[config.mk]
export PLATFORM = sky130hd
export DESIGN_NAME = alu_op_decoder
export DESIGN_NICKNAME = d
export VERILOG_FILES = /design/src/rtl/alu_op_decoder.sv
export SDC_FILE = /design/constraint.sdc
export NUM_CORES = 1
export LEC_CHECK = 0
export ABC_AREA = 0
export BUFFER_PORTS_ARGS = -buffer_cell sky130_fd_sc_hd__buf_2
export CAP_MARGIN = 25
export CORE_ASPECT_RATIO = 0.75
export CORE_MARGIN = 1
export CORE_UTILIZATION = 30
export DETAILED_ROUTE_END_ITERATION = 10
export PLACE_DENSITY = 0.58
export SYNTH_ARGS = -nofsm -noshare
export SYNTH_HDL_FRONTEND = slang
export SYNTH_SLANG_ARGS = --single-unit
[constraint.sdc]
create_clock -name clk -period 4.8 [get_ports clk]
set_input_delay 0.24 -clock clk [delete_from_list [all_inputs] [get_ports clk]]
set_output_delay 0.24 -clock clk [all_outputs]
set_load 0.01 [all_outputs]
[src/rtl/alu_op_decoder.sv]
// alu_op_decoder: pipelined MIPS decode stage that drives the ALU.
//
// Accepts 32-bit instruction words over a valid/ready handshake, decodes them
// into registered ALU controls and presents them over a second valid/ready
// handshake. A 2-entry skid buffer (output register + skid register) keeps
// in_ready a registered signal, so a downstream stall never forms a
// combinational ready path from out_ready to in_ready.
//
// Configuration macro: ALU_DECODE_VSHIFT_EN
//   defined   - R-type SLLV/SRLV/SRAV decode to SLL/SRL/SRA with out_sa_from_rs = 1
//   undefined - those functs are illegal and out_sa_from_rs is always 0
//
// Ports:
//   clk, reset           clock (rising edge) and asynchronous active-high reset
//   in_valid/in_ready    input handshake (in_ready registered)
//   in_instr, in_tag     instruction word and opaque sequence tag
//   out_valid/out_ready  output handshake
//   out_op               one-hot ALU op (ADD=001h ... SLL=400h)
//   out_sa               shift amount
//   out_sa_from_rs       shift amount comes from rs[4:0]
//   out_rs/rt/rd         register indices (out_rd = write target)
//   out_imm, out_use_imm extended immediate, and b-operand select
//   out_reg_write        result written back
//   out_illegal          unrecognised instruction
//   out_tag              tag of this bundle (RESET_PC_TAG while idle after reset)

module alu_op_decoder #(
  parameter logic [7:0] RESET_PC_TAG = 8'h00
) (
  input  logic        clk,
  input  logic        reset,
  input  logic        in_valid,
  output logic        in_ready,
  input  logic [31:0] in_instr,
  input  logic [7:0]  in_tag,
  output logic        out_valid,
  input  logic        out_ready,
  output logic [10:0] out_op,
  output logic [4:0]  out_sa,
  output logic        out_sa_from_rs,
  output logic [4:0]  out_rs,
  output logic [4:0]  out_rt,
  output logic [4:0]  out_rd,
  output logic [31:0] out_imm,
  output logic        out_use_imm,
  output logic        out_reg_write,
  output logic        out_illegal,
  output logic [7:0]  out_tag
);

  localparam logic [10:0] OpAdd  = 11'h001;
  localparam logic [10:0] OpAnd  = 11'h002;
  localparam logic [10:0] OpXor  = 11'h004;
  localparam logic [10:0] OpOr   = 11'h008;
  localparam logic [10:0] OpNor  = 11'h010;
  localparam logic [10:0] OpSub  = 11'h020;
  localparam logic [10:0] OpSltu = 11'h040;
  localparam logic [10:0] OpSlt  = 11'h080;
  localparam logic [10:0] OpSra  = 11'h100;
  localparam logic [10:0] OpSrl  = 11'h200;
  localparam logic [10:0] OpSll  = 11'h400;

  typedef struct packed {
    logic [10:0] op;
    logic [4:0]  sa;
    logic        sa_from_rs;
    logic [4:0]  rs;
    logic [4:0]  rt;
    logic [4:0]  rd;
    logic [31:0] imm;
    logic        use_imm;
    logic        reg_write;
    logic        illegal;
    logic [7:0]  tag;
  } bundle_t;

  bundle_t dec;
  bundle_t out_q, out_d;
  bundle_t skid_q, skid_d;
  logic    out_valid_q, out_valid_d;
  logic    skid_valid_q, skid_valid_d;
  logic    in_ready_q;
  logic    in_fire;

  logic [5:0] opcode;
  logic [5:0] funct;
  logic       legal;
  logic       store;

  assign opcode  = in_instr[31:26];
  assign funct   = in_instr[5:0];
  assign in_fire = in_valid & in_ready_q;

  // Combinational decode of the incoming word.
  always_comb begin
    dec     = '0;
    legal   = 1'b1;
    store   = 1'b0;
    dec.rs  = in_instr[25:21];
    dec.rt  = in_instr[20:16];
    dec.tag = in_tag;
    if (opcode == 6'h00) begin
      dec.rd = in_instr[15:11];
      case (funct)
        6'h00: begin dec.op = OpSll; dec.sa = in_instr[10:6]; end
        6'h02: begin dec.op = OpSrl; dec.sa = in_instr[10:6]; end
        6'h03: begin dec.op = OpSra; dec.sa = in_instr[10:6]; end
`ifdef ALU_DECODE_VSHIFT_EN
        6'h04: begin dec.op = OpSll; dec.sa_from_rs = 1'b1; end
        6'h06: begin dec.op = OpSrl; dec.sa_from_rs = 1'b1; end
        6'h07: begin dec.op = OpSra; dec.sa_from_rs = 1'b1; end
`endif
        6'h20, 6'h21: dec.op = OpAdd;
        6'h22, 6'h23: dec.op = OpSub;
        6'h24:        dec.op = OpAnd;
        6'h25:        dec.op = OpOr;
        6'h26:        dec.op = OpXor;
        6'h27:        dec.op = OpNor;
        6'h2a:        dec.op = OpSlt;
        6'h2b:        dec.op = OpSltu;
        default:      legal  = 1'b0;
      endcase
    end else begin
      dec.rd      = in_instr[20:16];
      dec.use_imm = 1'b1;
      dec.imm     = {{16{in_instr[15]}}, in_instr[15:0]};
      case (opcode)
        6'h08, 6'h09: dec.op = OpAdd;
        6'h0a:        dec.op = OpSlt;
        6'h0b:        dec.op = OpSltu;
        6'h0c: begin dec.op = OpAnd; dec.imm = {16'h0000, in_instr[15:0]}; end
        6'h0d: begin dec.op = OpOr;  dec.imm = {16'h0000, in_instr[15:0]}; end
        6'h0e: begin dec.op = OpXor; dec.imm = {16'h0000, in_instr[15:0]}; end
        // LUI: execute shifts the zero-extended imm (b operand) left by 16.
        6'h0f: begin
          dec.op  = OpSll;
          dec.sa  = 5'd16;
          dec.imm = {16'h0000, in_instr[15:0]};
        end
        6'h23:        dec.op = OpAdd;
        6'h2b: begin dec.op = OpAdd; store = 1'b1; end
        default:      legal  = 1'b0;
      endcase
    end
    if (!legal) begin
      dec.op         = '0;
      dec.sa         = '0;
      dec.sa_from_rs = 1'b0;
      dec.imm        = '0;
      dec.use_imm    = 1'b0;
    end
    dec.illegal   = ~legal;
    // Writes to $0 are suppressed, which makes the all-zero word a NOP.
    dec.reg_write = legal & ~store & (dec.rd != 5'd0);
  end

  // Skid buffer next state. in_ready is only high while the skid is empty,
  // so an input transfer never coincides with a skid drain.
  always_comb begin
    out_d        = out_q;
    out_valid_d  = out_valid_q;
    skid_d       = skid_q;
    skid_valid_d = skid_valid_q;
    if (!out_valid_q || out_ready) begin
      if (skid_valid_q) begin
        out_d        = skid_q;
        out_valid_d  = 1'b1;
        skid_valid_d = 1'b0;
      end else if (in_fire) begin
        out_d       = dec;
        out_valid_d = 1'b1;
      end else begin
        out_valid_d = 1'b0;
      end
    end else if (in_fire) begin
      skid_d       = dec;
      skid_valid_d = 1'b1;
    end
  end

  always_ff @(posedge clk or posedge reset) begin
    if (reset) begin
      out_q        <= '0;
      out_q.tag    <= RESET_PC_TAG;
      out_valid_q  <= 1'b0;
      skid_q       <= '0;
      skid_valid_q <= 1'b0;
      in_ready_q   <= 1'b1;
    end else begin
      out_q        <= out_d;
      out_valid_q  <= out_valid_d;
      skid_q       <= skid_d;
      skid_valid_q <= skid_valid_d;
      in_ready_q   <= ~skid_valid_d;
    end
  end

  assign in_ready       = in_ready_q;
  assign out_valid      = out_valid_q;
  assign out_op         = out_q.op;
  assign out_sa         = out_q.sa;
  assign out_sa_from_rs = out_q.sa_from_rs;
  assign out_rs         = out_q.rs;
  assign out_rt         = out_q.rt;
  assign out_rd         = out_q.rd;
  assign out_imm        = out_q.imm;
  assign out_use_imm    = out_q.use_imm;
  assign out_reg_write  = out_q.reg_write;
  assign out_illegal    = out_q.illegal;
  assign out_tag        = out_q.tag;

endmodule
**After elaboration in Yosys (flattened, before gate mapping)**

Index checks and enable logic that the tools add are counted.

- Bits in registers: 153
- Input port bits: 44
- Output and inout bits: 77

- Equal/unequal tests: 22
- Muxes and demuxes: 21
- Bitwise gates (word level): 7
- Reductions and logical operators: 15

Operators by type and width:

| cell | count |
|---|---|
| $mux 75 | 2 |
| $pmux 11 s11 | 1 |
| $pmux 11 s7 | 1 |
| $eq 6x6->1 const B | 12 |
| $mux 33 | 2 |
| $eq 6x4->1 const B | 8 |
| $mux 32 | 1 |
| $mux 17 | 1 |
| $mux 16 | 1 |
| $mux 5 | 3 |
| $reduce_or 13->1 | 1 |
| $eq 6x2->1 const B | 2 |
| $logic_not 6->1 | 2 |
| $reduce_or 10->1 | 1 |
| $mux 1 | 9 |
| $reduce_or 4->1 | 2 |
| $reduce_bool 5->1 | 1 |
| $not 1->1 | 4 |
| $reduce_and 2->1 | 2 |
| $reduce_or 2->1 | 2 |
| $and 1x1->1 | 3 |
| $reduce_or 3->1 | 1 |
| $reduce_bool 2->1 | 1 |
| $logic_not 1->1 | 1 |
| $logic_or 1x1->1 | 1 |

**Depth between registers and ports, before layout**

Gate-level depths: netlist of run 1.

- Depth after elaboration: 8
- Mapped depth: 7
- Mapped depth without buffers: 5

**Worst setup path before layout of run 1**

Ideal clock, no wire load.

- Path kind: input port to flip-flop
- Start: in in_instr[26]
- End: reg out_q, in the netlist out_rd[4]
- Arrival: 1.637 ns
- Path slack: 3.039 ns
- Cell stages on the path: 6
- Path buffers: 1
- Cells stage by stage: buf_4 or3_1 nor2_2 mux2i_1 o21ai_0 mux2_2

- Word-level cells in the longest chain between the ends: 4

RTL lines:

| item | RTL line | source |
|---|---|---|
| start, declared | 34 | `input logic [31:0] in_instr,` |
| $logic_not 6->1 | 102 | `if (opcode == 6'h00) begin` |
| $mux 5 | 102 |  |
| $mux 75 | 169 | `end else if (in_fire) begin` |
| $mux 75 | 165 | `if (skid_valid_q) begin` |
| end signal, assigned | 190 | `out_q <= out_d;` |
| end, declared | 78 | `bundle_t out_q, out_d;` |

No other way between the ends. The select of a mux whose other input is x is not followed.
A chain may end at the register's enable or synchronous reset.

**Worst setup path after layout of run 1**

- Start: reg skid_valid_q
- End: reg out_q, in the netlist out_op[4]

- Word-level cells in the longest chain between the ends: 2

RTL lines:

| item | RTL line | source |
|---|---|---|
| start, declared | 81 | `logic skid_valid_q, skid_valid_d;` |
| start signal, assigned | 193 | `skid_valid_q <= skid_valid_d;` |
| $reduce_bool 2->1 (no source line) | - |  |
| $reduce_and 2->1 (no source line) | - |  |

Parallel ways exist; a longest one is shown, timed or not.

==> results_dict.tcl, run 1 <==
set metrics [dict create \
    period_share_pct 46.9 \
    grt_pass1_wl_mm 24.1 \
    r2r_start "skid_valid_q" \
    period_needed_ns 2.25 \
    grt_start_max_net_pins 92 \
    cts_buffers 17 \
    design_area_sq_um 6990 \
    rsz0062_at_grt "false" \
    finalSetupTns_ns 0 \
    finalMaxSlewViolations 0 \
    final_cell_mix "125 x nand2_1, 119 x buf_2, 119 x dfrtp_1, 64 x o21ai_0, 26 x mux2_2" \
    outcome "completed" \
    antenna_found_initial 0 \
    cp_max_fo 85 \
    setup-violations-final 0 \
    crit_type "flop to flop" \
    finalNetCount 692 \
    yosysTopAreaCellShare_pct 53.7 \
    final_hold_viol_count 0 \
    wl_per_cell_um 16.1 \
    peakVddDrop_v 0.000196 \
    max_slew.worst_pin.slew_ns 0.973 \
    cts_max_path_buffers 2 \
    critPathMaxStageDelay_ns 0.55 \
    place.gp.congestion 0.831 \
    cts-root-buf "clkbuf_16" \
    yosysWarningCount 0 \
    portBuffers 119 \
    dieHeight_um 120 \
    place_area_sq_um 6290 \
    path_clk_slew_ns 0.06 \
    layout_commonest_cell "nand2_1" \
    wirelength_mm 14.5 \
    drcViolationCount 0 \
    synth_xor_xnor_area_share_pct 0 \
    yosys-top-cells-area "dfrtp_1 54%, nand2_1 8.5%, o21ai_0 5.7%" \
    synth_top_family_by_area "compound AO/OA/AOI/OAI gates" \
    drt_iter0_markers 277 \
    power_switching_uw 975 \
    cp_slowest_cell "nand2_2" \
    insertedDiodeCount 0 \
    synth_top_area_cell "dfrtp_1" \
    ys_ff_latch 121 \
    total_power_mw 3.28 \
    start_util_pct 31.2 \
    rows 42 \
    whs_ns 0.0666 \
    synth.distinct_cells 44 \
    grt_util_all_layers_pct 16.1 \
    synth_adder_area_share_pct 0 \
    syn_nets 600 \
    worstSetupStartpointType "flop" \
    grt_overflow_total 0 \
    synthMuxAreaShare_pct 9.71 \
    slew_headroom_pct 34.9 \
    via_per_inst 4.92 \
    drive_gt1_share_pct 30.1 \
    synth-edff-count 0 \
    synth_compound_area_share_pct 15.6 \
    synth_simple_gate_area_share_pct 15.3 \
    hp-class "input port to flop" \
    vias 4444 \
    fin_skew_ns 0.00844 \
    critPathArrivalTime_ns 2.57 \
    p_comb_share_pct 18.9 \
    clkPwrFrac_pct 40.9 \
    crit_required_ns 5.11 \
    io_pins 121 \
    syn-instance-count 556 \
    grt_pass1_vias 4530 \
    p_seq_share_pct 40.1 \
    timing.fmax_mhz 444 \
    ys_seq_area_share_pct 54.2 \
    clkLatencyLatePin_ns 0.42 \
    ys.flop_type "dfrtp_1" \
    post_cts_buffers 0 \
    internal_power_mw 2.30 \
    nFillCells 1780 \
    core-area_sq_um 17900 \
    cts_tree "yes" \
    critPathLaunch "skid_valid_q" \
    die_w_um 160 \
    final_util_pct 39.0 \
    p_leak_nw 3.10 \
    swShare_pct 29.7 \
    p_per_area_nw_per_um2 469 \
    timing.critical_path.buf_inv 1 \
    postSynthAreaPerCell_sq_um 10.1 \
    cts.sinks 121 \
    syn_to_final_growth_pct 24.9 \
    firstDrtPassIters 5 \
    h-tree-depth 4 \
    crit_family "compound AO/OA/AOI/OAI gates" \
    dpl.hpwl_mm 9.88 \
    die_area_sq_um 19200 \
    min-delay-start "in_tag[7]" \
    syn_area_sq_um 5590 \
    path_cells "buf_16 > a21o_1 > nand2_2 > a21oi_1 > o21ai_0 > o21a_1" \
    cap_violations 0 \
    drtAntennaViolNets 0 \
    ys_async_sr_fraction_pct 100 \
    endpoint_kind "flop" \
]
-- per-stage QoR --
step                std cells  setup WS [ns]
global placement          866           2.06
global route              903           2.33
detailed placement        867           1.97
floorplan                 556           1.35
CTS                       899           1.96
finish                    903           2.55
-- registers in the layout, indices dropped and copies added (netlist names) --
name           cells
in_ready           1
out_sa             5
skid_valid_q       1
out_reg_write      1
out_imm           17
out_tag            8
out_rd             5
out_rs             5
skid_q            59
out_valid          1
out_rt             5
out_illegal        1
out_op            11
out_use_imm        1
-- area by class of cell --
| class | instances | area [sq um] | area share [%] |
|---|---|---|---|
| Inverter | 3 | 13.8 | 0.197 |
| Multi-Input combinational cell | 379 | 2300 | 32.9 |
| Timing Repair Buffer | 126 | 723 | 10.4 |
| Tap cell | 242 | 303 | 4.33 |
| Sequential cell | 121 | 3030 | 43.4 |
| Clock buffer | 17 | 425 | 6.09 |
| Clock inverter | 15 | 189 | 2.70 |
-- logic make-up (layout without fill, tap and decap cells) --
logic type,count (synthesis),count (layout)
AOI/OAI and AO/OA,139,139
other,1,1
DFF,121,121
muxes,51,51
and+or+nand+nor,188,188
buffers and inverters,56,161
-- power by group through the flow --
stage | combinational, mW | clock, mW | sequential, mW
finish | 0.620 | 1.34 | 1.32
global route | 0.689 | 1.41 | 1.34
CTS | 0.598 | 1.37 | 1.34
detailed placement | 0.595 | 0 | 1.36
global placement | 0.579 | 0 | 1.34
floorplan | 0.362 | 0 | 1.37
-- synthesized netlist by cell type, drive strengths merged (2+ instances only) --
master,count
a21o,2
a21oi,12
a22oi,2
a31oi,2
a32oi,3
and3,3
buf,21
clkbuf,32
dfrtp,120
inv,3
mux2,26
mux2i,25
nand2,126
nand2b,3
nand3,14
nand3b,2
nor2,14
nor2b,3
nor3,7
nor4b,2
o211ai,26
o21a,19
o21ai,69
o31ai,2
or3,6
or4,2
-- final timing paths --
check	to	slack (ns)	cells past startpoint
max	out_op[4]	2.55	6
min	skid_q[7]	0.07	2
max reg2reg	out_op[4]	2.55	6
min reg2reg	skid_q[22]	0.48	2
max in group asynchronous	skid_q[2]	3.40	5
min in group asynchronous	out_imm[1]	0.26	3
-- routing by layer --
metal	up-vias	global-route usage (%)	wire, um
met5	-	0	0
met4	0	5.83	203
met3	18	4.08	783
met2	112	25.3	6630
met1	2197	21.6	6920
li1	2117	-	-
-- timing repair --
action / 4_1_cts / 5_1_grt
hold endpoints to repair: 0 / 9
gates resized for setup: 0 / 0
hold buffers: 0 / 1
No activity file was read; power rests on OpenSTA's default activity.
==> inputs of run 2 (changes only) <==
- clock period: 4.8 -> 2.28 ns (I/O delays scaled with it)
==> run 2 against run 1 <==
Register-to-register slack got worse by 2.1 ns. Cell area up 3.8%. Count of clock-buffer cells in the layout up 5. Critical path depth decreased by 2. Global-route usage rose by 0.26 points. Sequential share of layout area shrank 1.6 points. The flow now finishes with violations (hold timing). Non-clock buffer count increased by 26. Largest power group unchanged. Worst setup slack worse by 2.1 ns. Power increased by 110%. Final cell count is 2.9% higher.
==> results_dict.tcl, run 2 (same netlist as run 1, synthesis figures left out) <==
set metrics [dict create \
    clkLatencyLatePin_ns 0.43 \
    layoutNonFillerInstCount 929 \
    wirelength_mm 14.7 \
    failed_checks "hold timing" \
    worstSetupStartpointType "flop" \
    dp.cells 875 \
    grt_util_all_layers_pct 16.4 \
    fin_skew_ns 0.0106 \
    die_w_um 160 \
    portBuffers 119 \
    internal_power_mw 5.06 \
    nFillCells 1736 \
    slew_headroom_pct 60.0 \
    cts.sinks 121 \
    dieHeight_um 120 \
    io_pins 121 \
    whs_ns -0.000427 \
    p_comb_share_pct 19.0 \
    rows 42 \
    setup-violations-final 0 \
    drcViolationCount 0 \
    dpl.hpwl_mm 10.2 \
    grt_overflow_total 0 \
    cts_tree "yes" \
    drive_gt1_share_pct 29.4 \
    path_cells "nor2b_1 > nand3_4 > buf_12 > mux2_2" \
    wl_per_cell_um 15.8 \
    final_hold_viol_count 1 \
    h-tree-depth 4 \
    largest_register_ffs 59 \
    grt_pass1_wl_mm 24.0 \
    via_per_inst 4.84 \
    cp_slowest_cell "nor2b_1" \
    cp_max_fo 84 \
    cts_max_path_buffers 2 \
    grt_pass1_vias 4491 \
    p_seq_share_pct 39.6 \
    antenna_found_initial 0 \
    min_delay_path_depth 2 \
    syn_to_final_growth_pct 29.6 \
    clkPwrFrac_pct 41.4 \
    start_util_pct 31.2 \
    crit_type "flop to flop" \
    final_util_pct 40.4 \
    peakVddDrop_v 0.000380 \
    drt_iter0_markers 338 \
    core-area_sq_um 17900 \
    finalNetCount 718 \
    finalMaxSlewViolations 0 \
    crit_required_ns 2.59 \
    max_slew.worst_pin.slew_ns 0.599 \
    rsz0062_at_grt "false" \
    critPathArrivalTime_ns 2.19 \
    cap_violations 0 \
    place.gp.congestion 0.844 \
    layout_commonest_cell "nand2_1" \
    r2r_cells 4 \
    top_register "skid_q" \
    final_cell_mix "125 x nand2_1, 119 x buf_2, 119 x dfrtp_1, 64 x o21ai_0, 26 x mux2_2" \
    timing.fmax_mhz 532 \
    cts_buffers 17 \
    p_per_area_nw_per_um2 969 \
    period_share_pct 82.5 \
    path_clk_slew_ns 0.06 \
    hp-class "input port to flop" \
    outcome "finished with violations" \
    p_leak_nw 3.20 \
    cts-root-buf "clkbuf_16" \
    power_switching_mw 1.97 \
    period_needed_ns 1.88 \
    swShare_pct 28.0 \
    cts_resized 0 \
    die_area_sq_um 19200 \
    finalSetupTns_ns 0 \
    firstDrtPassIters 5 \
    drtAntennaViolNets 0 \
    vias 4499 \
    insertedDiodeCount 0 \
    endpoint_kind "flop" \
    grt_start_max_net_pins 85 \
    critPathMaxStageDelay_ns 0.44 \
]
-- run 2: final cells by class --
cell class | instances | area, sq um | area share [%]
Inverter | 3 | 15.0 | 0.207
Tap cell | 242 | 303 | 4.18
Sequential cell | 121 | 3030 | 41.8
Timing Repair Buffer | 152 | 961 | 13.3
Multi-Input combinational cell | 379 | 2300 | 31.7
Clock buffer | 22 | 474 | 6.54
Clock inverter | 10 | 164 | 2.26
-- run 2: power groups by stage --
stage	sequential, mW	clock [mW]	combinational (mW)
2_1_floorplan	2.88	0	0.762
6_report	2.78	2.91	1.33
3_5_place_dp	2.82	0	1.33
3_3_place_gp	2.79	0	1.31
5_1_grt	2.83	3.07	1.48
4_1_cts	2.79	2.96	1.36
-- run 2: critical path: cells and delay by family, from the launching register on --
| kind | cells | cell delay, ns |
|---|---|---|
| buffers and inverters | 1 | 0.30 |
| and+or+nand+nor | 2 | 0.74 |
| DFF | 1 | 0.37 |
| muxes | 1 | 0.31 |
-- run 2: path summary, 6_finish.rpt --
check                                   from    endpoint  slack (ns)
worst max register to register     out_valid  skid_q[10]        0.40
worst min-delay path            in_instr[19]  skid_q[51]     -0.0004
max in group asynchronous              reset    in_ready        1.26
min in group asynchronous              reset  skid_q[57]        0.32
worst min register to register     skid_q[9]   skid_q[9]        0.48
worst max-delay path               out_valid  skid_q[10]        0.40
-- run 2: metal layers --
metal / part of all wire, % / global-route usage [%] / vias up / wire, um
li1: - / - / 2166 / -
met1: 47 / 21.8 / 2154 / 6950
met2: 45 / 25.2 / 158 / 6540
met3: 6.6 / 4.60 / 21 / 977
met4: 1.6 / 6.55 / 0 / 231
met5: 0 / 0 / - / 0
-- run 2: through the flow --
stage / total power, mW / hold WS (ns) / setup WS [ns] / area, sq um
floorplan: 3.64 / 0.250 / 0.549 / 5600
global placement: 4.10 / 0.209 / 0.447 / 6390
detailed placement: 4.15 / 0.217 / 0.380 / 6390
CTS: 7.10 / 0.00183 / 0.373 / 7250
global route: 7.38 / 0.000306 / 0.238 / 7250
finish: 7.02 / -0.000427 / 0.400 / 7250
-- run 2: timing repair --
action / CTS / global route
hold buffers: 22 / 0
endpoints found under the hold margin: 50 / 0
setup buffers: 0 / 0
